$ cat src/rtl/uart_cmd_ctrl.sv
// uart_cmd_ctrl: frame controller behind the 2-bit UART receiver.
// Assembles SYNC + 4 payload symbols + XOR check into one command byte,
// hands it downstream over valid/ready, and flags check, timeout and
// overrun errors as single-cycle pulses.
module uart_cmd_ctrl #(
   parameter int         CLK_FREQ       = 50000000,
   parameter int         BAUD_RATE      = 9600,
   parameter int         TIMEOUT_CYCLES = 208320,
   parameter logic [1:0] SYNC_SYM       = 2'b10
) (
   input  logic       clk,
   input  logic       rst_n,
   input  logic [1:0] rx_data,
   input  logic       rx_valid,
   input  logic       cmd_ready,
   output logic [7:0] cmd_byte,
   output logic       cmd_valid,
   output logic       busy,
   output logic       err_check,
   output logic       err_timeout,
   output logic       err_overrun,
   output logic [7:0] frame_count,
   output logic [1:0] state_dbg
);

   // Timer only has to reach TIMEOUT_CYCLES-1.
   localparam int          TW       = (TIMEOUT_CYCLES > 2) ? $clog2(TIMEOUT_CYCLES) : 1;
   localparam logic [TW-1:0] TMR_LAST = TW'(TIMEOUT_CYCLES - 1);

   // Reject parameter sets that cannot produce a sane bit timing or timeout.
   if (TIMEOUT_CYCLES < 2 || BAUD_RATE <= 0 || CLK_FREQ < BAUD_RATE) begin : g_param_err
      $error("uart_cmd_ctrl: invalid parameters");
   end

   typedef enum logic [1:0] {
      IDLE    = 2'd0,
      PAYLOAD = 2'd1,
      CHECK   = 2'd2,
      HOLD    = 2'd3
   } state_t;

   state_t        state;
   logic [1:0]    idx;
   logic [1:0]    acc;
   logic [TW-1:0] timer;
   logic          tmr_expired;

   // Expiry only matters when no symbol arrives in the same cycle.
   assign tmr_expired = (timer == TMR_LAST) && !rx_valid;

   // Frame FSM; every output is a register updated alongside the state.
   always_ff @(posedge clk or negedge rst_n) begin
      if (!rst_n) begin
         state       <= IDLE;
         idx         <= 2'd0;
         acc         <= 2'd0;
         timer       <= '0;
         cmd_byte    <= 8'd0;
         cmd_valid   <= 1'b0;
         busy        <= 1'b0;
         err_check   <= 1'b0;
         err_timeout <= 1'b0;
         err_overrun <= 1'b0;
         frame_count <= 8'd0;
         state_dbg   <= IDLE;
      end else begin
         err_check   <= 1'b0;
         err_timeout <= 1'b0;
         err_overrun <= 1'b0;
         case (state)
            IDLE: begin
               // Hunt for SYNC; everything else is line noise.
               if (rx_valid && rx_data == SYNC_SYM) begin
                  state     <= PAYLOAD;
                  state_dbg <= PAYLOAD;
                  busy      <= 1'b1;
                  idx       <= 2'd0;
                  acc       <= 2'd0;
                  timer     <= '0;
               end
            end
            PAYLOAD: begin
               if (rx_valid) begin
                  // LSB-first packing; SYNC value is plain data here.
                  cmd_byte[{idx, 1'b0} +: 2] <= rx_data;
                  acc   <= acc ^ rx_data;
                  idx   <= idx + 2'd1;
                  timer <= '0;
                  if (idx == 2'd3) begin
                     state     <= CHECK;
                     state_dbg <= CHECK;
                  end
               end else if (tmr_expired) begin
                  state       <= IDLE;
                  state_dbg   <= IDLE;
                  busy        <= 1'b0;
                  err_timeout <= 1'b1;
               end else begin
                  timer <= timer + 1'b1;
               end
            end
            CHECK: begin
               if (rx_valid) begin
                  timer <= '0;
                  if (rx_data == acc) begin
                     state       <= HOLD;
                     state_dbg   <= HOLD;
                     cmd_valid   <= 1'b1;
                     frame_count <= frame_count + 8'd1;
                  end else begin
                     state     <= IDLE;
                     state_dbg <= IDLE;
                     busy      <= 1'b0;
                     err_check <= 1'b1;
                  end
               end else if (tmr_expired) begin
                  state       <= IDLE;
                  state_dbg   <= IDLE;
                  busy        <= 1'b0;
                  err_timeout <= 1'b1;
               end else begin
                  timer <= timer + 1'b1;
               end
            end
            HOLD: begin
               // No room for another byte: any symbol here is lost.
               if (rx_valid)
                  err_overrun <= 1'b1;
               // cmd_valid is always high in HOLD, so ready alone completes it.
               if (cmd_ready) begin
                  cmd_valid <= 1'b0;
                  state     <= IDLE;
                  state_dbg <= IDLE;
                  busy      <= 1'b0;
               end
            end
            default: begin
               state     <= IDLE;
               state_dbg <= IDLE;
               busy      <= 1'b0;
               cmd_valid <= 1'b0;
            end
         endcase
      end
   end

endmodule
$ cat config.mk
export PLATFORM = sky130hd
export DESIGN_NAME = uart_cmd_ctrl
export DESIGN_NICKNAME = d
export VERILOG_FILES = /design/src/rtl/uart_cmd_ctrl.sv
export SDC_FILE = /design/constraint.sdc
export NUM_CORES = 1
export LEC_CHECK = 0
export CORE_MARGIN = 2
export CORE_UTILIZATION = 45
export CTS_CLUSTER_SIZE = 10
export DETAILED_ROUTE_END_ITERATION = 10
export GPL_ROUTABILITY_DRIVEN = 0
export PLACE_DENSITY = 0.66
export RECOVER_POWER = 50
export SLEW_MARGIN = 20
export SYNTH_ARGS = -nofsm -noshare
export SYNTH_HDL_FRONTEND = slang
export SYNTH_SLANG_ARGS = --single-unit
$ cat constraint.sdc
create_clock -name clk -period 3.5 [get_ports clk]
set_input_delay 0.7 -clock clk [delete_from_list [all_inputs] [get_ports clk]]
set_output_delay 0.7 -clock clk [all_outputs]
set_load 0.05 [all_outputs]
Word level (Yosys, flattened, before mapping)
Cells that the tools add are included.
{ "totals": {"n_memories": 0, "rom_bits": 0, "latch_bits": 0, "output_inout_bits": 23, "ram_bits": 0, "elab_cells": 90, "regBits": 47} }
{ "classes": {"bitwise": 1, "mul": 0, "reduce_logical": 15, "n_eq_ne": 16, "mux": 40, "shift": 2, "add_sub_neg": 4, "div_mod_pow": 0, "order_cmp": 0} }
{ "ops": {"columns": ["operator", "count"], "rows": [
  ["two-way mux 18 bit", 3],
  ["one-hot mux 18 bit (2 select lines)", 1],
  ["two-way mux 2 bit", 13],
  ["adder 18 x 1 -> 18 bit (second input constant)", 1],
  ["equality test 18 bit (second input constant)", 1],
  ["two-way mux 1 bit", 16],
  ["one-hot mux 2 bit (4 select lines)", 2],
  ["inequality test 2 bit (second input constant)", 6],
  ["AND reduction 3 bit", 4],
  ["inequality test 3 bit (second input constant)", 3],
  ["adder 8 x 1 -> 8 bit (second input constant)", 1],
  ["bitwise mux 8 bit", 1],
  ["equality test 2 bit (second input constant)", 4],
  ["one-hot mux 2 bit (2 select lines)", 2],
  ["AND reduction 4 bit", 2],
  ["variable shift 2 x 5 -> 8 bit (first input constant)", 1],
  ["variable part select 2 x 5 -> 8 bit", 1],
  ["nonzero test 2 bit", 3],
  ["negator 3 -> 5 bit", 1],
  ["one-hot mux 1 bit (4 select lines)", 1],
  ["adder 2 x 1 -> 2 bit (second input constant)", 1],
  ["equality test 2 x 1 -> 1 bit (second input constant)", 1],
  ["equality test 2 bit", 1],
  ["logical AND 1 bit", 2],
  ["other kinds (6)", 6]
]} }

Depth between registers and ports, before layout
Gate-level depths: netlist of the first run.
{ "depth": {"depth_word": 5, "depth_mapped": 8, "depth_no_buf": 7} }

Worst setup path before layout of the first run
Ideal clock, no wire load.
{ "synth_timing": {"path_type": "input to register", "start": "input rx_data[1]", "end": "register timer[4]", "path_buffers": 1, "arrival_ps": 1844, "setup_slack_ps": 1576, "stages": 6, "setup_ps": 79, "t_required_ps": 3421, "cell_sequence": "buf_4 -> nand3b_2 -> a21o_1 -> a31o_2 -> or3_1 -> a21oi_1"} }
{ "synth_between": {"elab_chain_len": 4} }
{ "synth_rtl": {"columns": ["element", "line", "source"], "rows": [
  ["from (decl)", "13", "input logic [1:0] rx_data,"],
  ["equality test 2 bit", "73", "if (rx_valid && rx_data == SYNC_SYM) begin"],
  ["logical AND 1 bit", "73", null],
  ["inequality test 2 bit (no line)", null, null],
  ["AND reduction 3 bit (no line)", null, null],
  ["to (signal assigned)", "99", "timer <= timer + 1'b1;"],
  ["to (signal assigned)", "122", "timer <= timer + 1'b1;"],
  ["to (decl)", "45", "logic [TW-1:0] timer;"]
]} }
Every way passes these cells.
A chain may end at the register's enable or synchronous reset.

Final worst setup path of the first run
{ "layout_timing": {"start": "input rx_valid", "end": "register timer[4]"} }
{ "layout_between": {"elab_chain_len": 4} }
{ "layout_rtl": {"columns": ["element", "line", "source"], "rows": [
  ["from (decl)", "14", "input logic rx_valid,"],
  ["zero test 1 bit", "49", "assign tmr_expired = (timer == TMR_LAST) && !rx_valid;"],
  ["logical AND 1 bit", "49", null],
  ["inequality test 3 bit (no line)", null, null],
  ["AND reduction 3 bit (no line)", null, null]
]} }
Parallel ways exist; a longest one is shown, timed or not.

==> results of run 1 <==
## flip-flops by register name, summed over array words and instances (netlist names)
name / flops
err_overrun: 1
err_check: 1
frame_count: 8
idx: 2
busy: 1
timer: 18
cmd_valid: 1
state_dbg: 2
acc: 2
err_timeout: 1
cmd_byte: 8
state: 2
## report_power, final
part | switching [mW] | total (mW) | internal (mW)
logic | 0.617 | 0.939 | 0.322
clock network | 0.179 | 0.388 | 0.210
registers | 0.0891 | 0.730 | 0.641
## path summary, 6_finish.rpt
kind / depth (start not counted) / from / slack (ps) / end
max in group asynchronous: 1 / rst_n / 2700 / timer[17]
max: 6 / rx_valid / 820 / timer[4]
min reg2reg: 1 / frame_count[7] / 470 / frame_count[7]
min in group clk: 1 / frame_count[7] / 470 / frame_count[7]
max reg2reg: 7 / state[0] / 1320 / timer[14]
min: 1 / rst_n / 400 / cmd_byte[6]
## area by class of cell
| cell class | instances | area, um^2 |
|---|---|---|
| Fill cell | 509 | 2522 |
| Timing Repair Buffer | 29 | 285.3 |
| Clock buffer | 6 | 72.57 |
| Clock inverter | 1 | 30.03 |
| Multi-Input combinational cell | 200 | 1311 |
| Inverter | 14 | 52.55 |
| Sequential cell | 47 | 1176 |
| Tap cell | 72 | 90.09 |
## placed cells by master, fill, tap and decap left out, types with 2 or more instances in the layout
cell type        synthesis  layout
a21o_1                   2       2
a21oi_1                 10      10
a22o_1                   8       8
a31oi_1                  6       6
and2_1                   3       3
and3_1                   2       2
and4_1                   2       2
buf_4                    2       2
clkbuf_8                 0       5
clkdlybuf4s50_1          0      20
dfrtp_1                 47      47
dlygate4sd3_1            0       7
ha_1                    13      13
inv_1                   14      14
nand2_1                 25      25
nand2b_1                 2       2
nand3_1                 14      14
nand4_1                  4       4
nand4b_1                 2       2
nor2_1                  27      27
nor2b_1                  2       2
nor3_1                   5       5
nor4_1                   2       2
o21ai_0                 24      24
o22ai_1                  2       2
o31ai_1                  6       6
or2_2                    2       2
or3_1                    2       2
xnor2_1                  4       4
xor2_1                   8       8
## worst max-delay path, stage by stage
cell	delay, ps
dlygate4sd3_1	920
nand3b_2	220
a21o_1	230
a31o_2	310
or3_1	360
a21oi_1	150
## per-layer routing
metal,vias up,part of all wire,GRT usage
li1,1024,-,-
met4,0,0.010,0.05424
met2,37,0.47,0.3025
met5,-,0,0
met1,976,0.48,0.2274
met3,8,0.038,0.03620
## stage by stage
step           instance area [um^2]  setup slack (ps)
4_1_cts                        3015             909.8
3_5_place_dp                   2913             574.2
3_3_place_gp                   2913             666.5
6_report                       3018             820.4
5_1_grt                        3018             720.5
2_1_floorplan                  2584              1576
## logic make-up after synthesis
kind of cell | after synthesis | synth area share
xor+xnor | 12 | 0.04068
buf+inv | 23 | 0.03728
mux | 2 | 0.008232
flops | 47 | 0.4552
simple gates | 104 | 0.2199
compound gates | 69 | 0.1758
fa+ha+maj | 13 | 0.06296
==> impl_results.md, run 1 <==
* Cells after Synth at between 200 and 300
* Main area contributors after synthesis: dfrtp_1, ha_1, o21ai_0, nor2_1, nand2_1
* Worst EP required at 3720 ps
* CP Class: input pin to register
* Core box area at around 5500 um^2
* Yosys warning count at 0
* Leakage at 1.336 nW
* Hold-fix buffers, CTS at 0
* Slew @ Worst Pin at around 620 ps
* Routed WL per cell at roughly 14 um
* PwrDens at 681.6 nW/um^2
* Number of synthesized flops with an enable pin at 0
* Final setup fails at 0
* Max clock buf depth at 2
* Worst Skew at 9.902 ps
* Post-synth top flop: dfrtp_1
* Fin. max-slew vios at 0
* Starting Density at 0.4664
* IO Port Bufs at 28
* Diode count at 0
* Sequential-to-total area share from yosys stat at 0.4552
* Final Hold Fails at 0
* Max FO, Critical Path at 16
* Final ANT Viol Nets at 0
* Routed via count at 2,045
* Share of layout cells above drive strength 1 at 0.06734
* Hold Slack at about 400 ps
* Io pins at 29
* Via density at 5.542
* GRT overflow at 0
* Tmin final at between 2000 and 3000 ps
* Fin nets at 316
* Worst-skew pair later-pin latency at about 300 ps
* Arrival time at the worst endpoint at approximately 2900 ps
* Top-area cell type share of the netlist area at 0.4552
* Dpl hpwl at between 3000 and 4000 um
* VDD IR max at 260.7 uV
* Worst Hold Class: input pin to async pin
* CTS tree: yes
* Clk pin slew, worst setup/hold paths at 80 ps
* List of most frequent post-synthesis cells: dfrtp_1, nor2_1, nand2_1, o21ai_0
* Mean Syn Cell Area at approximately 9.6 um^2
* Unrepaired setup endpoints after global routing: false
* Synth Register Bits at 47
* Slew margin rel. at 0.5851
* Gr usage total at 0.1776
* Synth area leader: dfrtp_1
* Routed WL at 5322 um
* Post-CTS Resized at 0
* Max-cap violations at 0
* Initial antenna violation count at 0
* Sum of negative setup slack at 0 ps
* Clock root cell: clkbuf_8
* Setup crit end kind: register
* Die ar. at between 6000 and 7000 um^2
* Status: finished, final reports clean
* CP startpoint kind: input pin
* Vias in the first global route at 1,961
* Syn_nets at 289
* DP Cell Count at 362
* Sink Count at 47
* Die width at 79.78 um
* Final worst-path cycle share at 0.7656
* Power Total at a little over 2 mW
* Rows at 27
* Inserted Clock Buffers at 5
* First-pass GRT wire length at 9011 um
* Layout Cells excl Fill at 369
* Count leader, synth: dfrtp_1
* Initial DRT Pass Iterations at 4
* Die height at 79.78 um
* Iter 0 DRT Violations at about 110
* Asr flop ratio synth at 1.000
* Largest net degree at the start of global routing at 48
* Fmax at 373.2 MHz
* Final core occ at 0.5447
* Post-CTS setup buffers at 0
* Synthesized cell area at ~2600 um^2
* Synth unique cells at 53
* DR DRC count at 0
* CTS HTree Levels at 2
* P&R area growth vs syn at 16.80%
Power figures use the tool's default switching activity.
==> inputs of run 2 (changes only) <==
==> constraint.sdc (replaced) <==
create_clock -name clk -period 2.7 [get_ports clk]
set_input_delay 0.54 -clock clk [delete_from_list [all_inputs] [get_ports clk]]
set_output_delay 0.54 -clock clk [all_outputs]
set_load 0.05 [all_outputs]
==> run 2 against run 1 <==
  * Power rose by 31%
  * Final area grew 1.3%
  * Largest cell class unchanged
  * Sequential power up 30%
  * Combinational power is 33% higher
  * Worst hold slack got worse by 290 ps
  * Die area unchanged
  * Largest power group unchanged
  * Clock-buffer cell count unchanged
  * First-iteration DRC count increased by 46%
==> impl_results.md, run 2 (same netlist as run 1, synthesis figures left out) <==
* Status: finished, final reports clean (unchanged)
* Routed WL per cell at 14.02 um (was 14.42 um)
* Setup crit end kind: register (unchanged)
* Diode count at 0 (unchanged)
* Fin nets at 326 (was 316)
* Fin. max-slew vios at 0 (unchanged)
* First-pass GRT wire length at 9301 um (was 9011 um)
* GRT overflow at 0 (unchanged)
* Max FO, Critical Path at 5 (was 16)
* CTS HTree Levels at 2 (unchanged)
* Post-CTS setup buffers at 0 (unchanged)
* DR DRC count at 0 (unchanged)
* Hold Slack at 116.9 ps (was 402.1 ps)
* Core box area at 5540 um^2 (unchanged)
* Iter 0 DRT Violations at 156 (was 107)
* Worst-skew pair later-pin latency at 300 ps (about the same)
* Slew margin rel. at 0.2317 (was 0.5851)
* Worst EP required at 2930 ps (was 3720 ps)
* Post-CTS Resized at 0 (unchanged)
* Routed via count at 2,084 (was 2,045)
* Most frequent cells in the layout: dfrtp_1, nor2_1, nand2_1, clkdlybuf4s50_1, o21ai_0 (was dfrtp_1, nor2_1, nand2_1, o21ai_0, clkdlybuf4s50_1)
* Worst Hold Class: input pin to async pin (unchanged)
* Clock root cell: clkbuf_8 (unchanged)
* CP startpoint kind: input pin (unchanged)
* Share of layout cells above drive strength 1 at 0.07492 (was 0.06734)
* Sum of negative setup slack at 0 ps (unchanged)
* Gr usage total at 0.1872 (was 0.1776)
* Slew @ Worst Pin at 1152 ps (was 616.6 ps)
* Die ar. at 6364 um^2 (unchanged)
* CP Class: input pin to register (unchanged)
* Pre-CTS WS at 307.8 ps (was 574.2 ps)
* IO Port Bufs at 28 (unchanged)
* Clk pin slew, worst setup/hold paths at 90 ps (was 80 ps)
* Biggest regs: timer x18, cmd_byte x8, frame_count x8 (unchanged)
* Unrepaired setup endpoints after global routing: false (unchanged)
* Initial DRT Pass Iterations at 4 (unchanged)
* P&R area growth vs syn at 18.35% (was 16.80%)
* Inserted Clock Buffers at 5 (unchanged)
* Fmax at 452.5 MHz
* Dpl hpwl at 3987 um (was 3750 um)
* Io pins at 29 (unchanged)
* VDD IR max at 377.3 uV (was 260.7 uV)
* R2R cell count at 7 (unchanged)
* Die height at 79.78 um (unchanged)
* Sink Count at 47 (unchanged)
* Number of flip-flops in the largest register at 18 (unchanged)
* Rows at 27 (unchanged)
* Area post-placement at 2988 um^2 (was 2913 um^2)
* Largest net degree at the start of global routing at 22 (was 48)
* Final Hold Fails at 0 (unchanged)
* Final ANT Viol Nets at 0 (unchanged)
* Tmin final at approximately 2200 ps
* Worst setup margin at 490.3 ps (was 820.4 ps)
* Max clock buf depth at 2 (unchanged)
* Routed WL at 5315 um (was 5322 um)
* Hold-fix buffers, CTS at 0 (unchanged)
* Max-cap violations at 0 (unchanged)
* Via density at 5.499 (was 5.542)
* Max incr delay on CP at 630 ps (was 920 ps)
* PwrDens at 880.4 nW/um^2 (was 681.6 nW/um^2)
* Most flop-heavy register: timer (unchanged)
* Leakage at 1.348 nW (was 1.336 nW)
* Vias in the first global route at 2,000 (was 1,961)
* Die width at 79.78 um (unchanged)
* Starting Density at 0.4664 (unchanged)
* Slowest CP cell: dlygate4sd3_1 (unchanged)
* Final setup fails at 0 (unchanged)
* Final worst-path cycle share at 0.8184
* CTS tree: yes (unchanged)
* Fillcell total at 522 (was 509)
* Fin area at 3058 um^2 (was 3018 um^2)
* Worst Skew at 11.61 ps (was 9.902 ps)
* Critical path cell sequence: dlygate4sd3_1 > clkbuf_1 > nand2_1 > nor3_1 > nand4_1 > nor2_1 > xor2_1 (was dlygate4sd3_1 > nand3b_2 > a21o_1 > a31o_2 > or3_1 > a21oi_1)
* Initial antenna violation count at 0 (unchanged)
* Commonest non-fill, non-tap cell in the layout: dfrtp_1 (unchanged)
* Arrival time at the worst endpoint at 2440 ps (was 2900 ps)
[run 2: cell count changes in the layout (fill, tap and decap cells not counted), sizes merged]
cell and change:
dlygate4sd3 -5, clkbuf +5, clkdlybuf4s50 +5, buf +5
[run 2: layer usage]
layer | up-vias | wire length (um) | share of wire | track usage
li1 | 1043 | - | - | -
met2 | 45 | 2604 | 0.49 | 0.3092
met1 | 988 | 2443 | 0.46 | 0.2449
met3 | 8 | 195 | 0.037 | 0.03507
met4 | 0 | 72 | 0.014 | 0.06949
met5 | - | 0 | 0 | 0
[run 2: final timing paths]
check | slack, ps | from | to
worst max register to register | 590 | state[0] | timer[14]
worst min register to register | 480 | frame_count[7] | frame_count[7]
min in group clk | 480 | frame_count[7] | frame_count[7]
worst max-delay path | 490 | rx_valid | frame_count[6]
worst min-delay path | 120 | rst_n | cmd_byte[3]
max in group asynchronous | 1200 | rst_n | timer[10]
[run 2: critical path, delay by kind of cell]
kind                   cells  cell delay (ps)
AND/OR/NAND/NOR            4              910
buffers and inverters      2              840
XOR/XNOR                   1              140
[run 2: power breakdown]
group          internal, mW  switching, mW
Sequential            0.831          0.117
Clock                 0.272          0.225
Combinational         0.453          0.795
[run 2: metrics by stage]
stage | utilization | std cells | total power [mW]
floorplan | - | 270 | 1.840
global placement | 0.5393 | 372 | 2.216
detailed placement | 0.5393 | 372 | 2.227
CTS | 0.5578 | 379 | 2.731
global route | 0.5519 | 379 | 2.890
finish | 0.5519 | 379 | 2.692
[run 2: cell type report]
class                      instances  area, um^2  area share
inverter                          14       52.55     0.01718
clock inverter                     1       30.03    0.009820
clock buffer                       6       72.57     0.02373
tap                               72       90.09     0.02946
multi-input combinational        200        1295      0.4235
timing repair buffer              39       341.6      0.1117
sequential                        47        1176      0.3846
==> inputs of run 3 (changes only) <==
--- a/config.mk
+++ b/config.mk
@@ -10,7 +10,7 @@
 export CTS_CLUSTER_SIZE = 10
 export DETAILED_ROUTE_END_ITERATION = 10
 export GPL_ROUTABILITY_DRIVEN = 0
-export PLACE_DENSITY = 0.66
+export PLACE_DENSITY = 0.69
 export RECOVER_POWER = 50
 export SLEW_MARGIN = 20
 export SYNTH_ARGS = -nofsm -noshare
==> constraint.sdc (replaced) <==
create_clock -name clk -period 1.9 [get_ports clk]
set_input_delay 0.38 -clock clk [delete_from_list [all_inputs] [get_ports clk]]
set_output_delay 0.38 -clock clk [all_outputs]
set_load 0.05 [all_outputs]
==> run 3 against run 2 <==
  * Power increased by 55%
  * Register-to-register slack got worse by 490 ps
  * Combinational power increased by 66%
  * Highest routed layer unchanged
  * Flip-flop and latch count unchanged
  * Critical endpoint is now cmd_byte[7]
==> impl_results.md, run 3 (same netlist as run 1, synthesis figures left out) <==
* Number of flip-flops in the largest register at 18 (unchanged)
* Most frequent cells in the layout: dfrtp_1, buf_4, nor2_1, nand2_1, o21ai_0 (was dfrtp_1, nor2_1, nand2_1, clkdlybuf4s50_1, o21ai_0)
* Clk pin slew, worst setup/hold paths at 90 ps (about the same)
* Final setup fails at 0 (unchanged)
* Vias in the first global route at 2,151 (was 2,000)
* Power Total at 4.184 mW (was 2.692 mW)
* Worst r2r src: state[0] (unchanged)
* Fmax at between 500 and 600 MHz
* P&R area growth vs syn at 30.31% (was 18.35%)
* Slowest CP cell: clkdlybuf4s50_1 (was dlygate4sd3_1)
* Instance count on the critical path at 1 (was 7)
* Worst Skew at 10.06 ps (was 11.61 ps)
* Max clock buf depth at 2 (unchanged)
* Worst Hold Class: input pin to async pin (unchanged)
* Die ar. at 6364 um^2 (unchanged)
* RR Endpoint: timer[2] (was timer[14])
* Hold-fix buffers, CTS at 0 (unchanged)
* IO Port Bufs at 28 (unchanged)
* Arrival time at the worst endpoint at 1460 ps (was 2440 ps)
* Worst EP required at 1520 ps (was 2930 ps)
* Internal power at 2.426 mW (was 1.555 mW)
* Fin. max-slew vios at 0 (unchanged)
* Tmin final at between 1500 and 2000 ps
* Final Hold Fails at 0 (unchanged)
* Io pins at 29 (unchanged)
* Setup crit end kind: output pin (was register)
* Worst setup margin at 56.02 ps (was 490.3 ps)
* Diode count at 0 (unchanged)
* Max incr delay on CP at 800 ps (was 630 ps)
* Inserted Clock Buffers at 5 (unchanged)
* Routed WL at 5840 um (was 5315 um)
* Commonest non-fill, non-tap cell in the layout: dfrtp_1 (unchanged)
* Switching Fraction at 0.4201 (was 0.4224)
* Initial antenna violation count at 0 (unchanged)
* Sequential share of power at 0.317 (was 0.352)
* Fin nets at 359 (was 326)
* VDD IR max at 638.5 uV (was 377.3 uV)
* Max FO, Critical Path at 2 (was 5)
* Largest net degree at the start of global routing at 48 (was 22)
* Max-cap violations at 0 (unchanged)
* Leakage at 1.585 nW (was 1.348 nW)
* Routed WL per cell at 14.14 um (was 14.02 um)
* R2R cell count at 7 (unchanged)
* Routed via count at 2,249 (was 2,084)
* Slew @ Worst Pin at 1165 ps (was 1152 ps)
* CTS HTree Levels at 2 (unchanged)
* Total net switching power at 1.757 mW (was 1.137 mW)
* CP Class: register to output pin (was input pin to register)
* Die width at 79.78 um (unchanged)
* Fillcell total at 478 (was 522)
* Clock root cell: clkbuf_8 (unchanged)
* Pre-CTS WS at -300.4 ps (was 307.8 ps)
* PwrDens at 1243 nW/um^2 (was 880.4 nW/um^2)
* Rows at 27 (unchanged)
* Critical path cell sequence: clkdlybuf4s50_1 (was dlygate4sd3_1 > clkbuf_1 > nand2_1 > nor3_1 > nand4_1 > nor2_1 > xor2_1)
* Status: finished, final reports clean (unchanged)
* Comb power frac at 0.498 (was 0.464)
* CP startpoint kind: register (was input pin)
* First-pass GRT wire length at 9825 um (was 9301 um)
* Worst-skew pair later-pin latency at 310 ps (was 300 ps)
* CP delay by family, top: buffers and inverters (was simple AND/OR/NAND/NOR gates)
* Share of layout cells above drive strength 1 at 0.2170 (was 0.07492)
* Dpl hpwl at 4273 um (was 3987 um)
* Die height at 79.78 um (unchanged)
* Gr usage total at 0.1972 (was 0.1872)
* Via density at 5.446 (was 5.499)
* Slew margin rel. at 0.2233 (was 0.2317)
* Sink Count at 47 (unchanged)
* Starting Density at 0.4664 (unchanged)
* Most flop-heavy register: timer (unchanged)
* Clock power share at 0.185 (was 0.184)
* Critical path buffer and inverter count at 1 (was 2)
* Final worst-path cycle share at 0.9705
* Biggest regs: timer x18, cmd_byte x8, frame_count x8 (unchanged)
* Core box area at 5540 um^2 (unchanged)
* Final ANT Viol Nets at 0 (unchanged)
* CTS tree: yes (unchanged)
* GRT overflow at 0 (unchanged)
* Iter 0 DRT Violations at 113 (was 156)
* DR DRC count at 0 (unchanged)
* Initial DRT Pass Iterations at 4 (unchanged)
* Setup slack, reg-to-reg at 100 ps (was 590 ps)
==> run 3: changes by cell type in the layout (fill, tap and decap cells not counted), moves of 2 or more <==
cell             previous run  this run
clkdlybuf4s50_1            25        12
buf_4                       7        44
dlymetal6s2s_1              0         5
o21ai_0                    24        21
clkbuf_1                    6         8
dlygate4sd3_1               2         0
o21ai_1                     0         3
nor3_1                      6         4
==> run 3: metal layers <==
metal	up-vias	share of wire	global-route usage
met5	-	0	0
li1	1112	-	-
met4	0	0.012	0.05085
met1	1087	0.45	0.2478
met3	8	0.040	0.03846
met2	42	0.50	0.3471
==> run 3: layout make-up <==
cell class / instances / area, um^2 / share of cell area
Clock buffer: 6 / 82.58 / 0.02453
Timing Repair Buffer: 72 / 561.8 / 0.1669
Tap cell: 72 / 90.09 / 0.02676
Clock inverter: 2 / 35.03 / 0.01041
Inverter: 14 / 52.55 / 0.01561
Multi-Input combinational cell: 200 / 1369 / 0.4065
Sequential cell: 47 / 1176 / 0.3493
==> run 3: power groups by stage <==
stage / clock [mW] / combinational [mW] / sequential (mW)
CTS: 0.796 / 2.06 / 1.32
global route: 0.837 / 2.29 / 1.35
floorplan: 0 / 0.900 / 1.71
global placement: 0 / 2.02 / 1.34
finish: 0.773 / 2.08 / 1.33
detailed placement: 0 / 2.04 / 1.34
==> run 3: stage by stage <==
step	utilization	hold slack [ps]	area, um^2	cells	TNS, ps
finish	0.6077	379.3	3367	413	0
global route	0.6077	483.6	3367	413	-4.778
detailed placement	0.5745	480.9	3183	401	-6398
global placement	0.5745	456.2	3183	401	-5470
CTS	0.5964	178.4	3304	409	0
floorplan	-	84.41	2584	270	0
==> run 3: worst max path at each step <==
stage | from | endpoint
detailed placement | rx_valid | timer[8]
floorplan | state[0] | timer[14]
global placement | rx_valid | timer[8]
finish | cmd_byte[7] | cmd_byte[7]
global route | timer[9] | timer[8]
CTS | cmd_valid | cmd_valid
==> run 3: worst register-to-register path, delay by kind of cell (launching register included) <==
family | cells | cell delay (ps)
compound gates | 3 | 440
fa+ha+maj | 1 | 300
buf+inv | 2 | 240
flops | 1 | 390
simple gates | 1 | 330
==> run 3: timing repair <==
action,4_1_cts,5_1_grt
gates resized for setup,2,19
endpoints found under the setup margin,2,24
buffers inserted,0,4
pin swaps,0,6
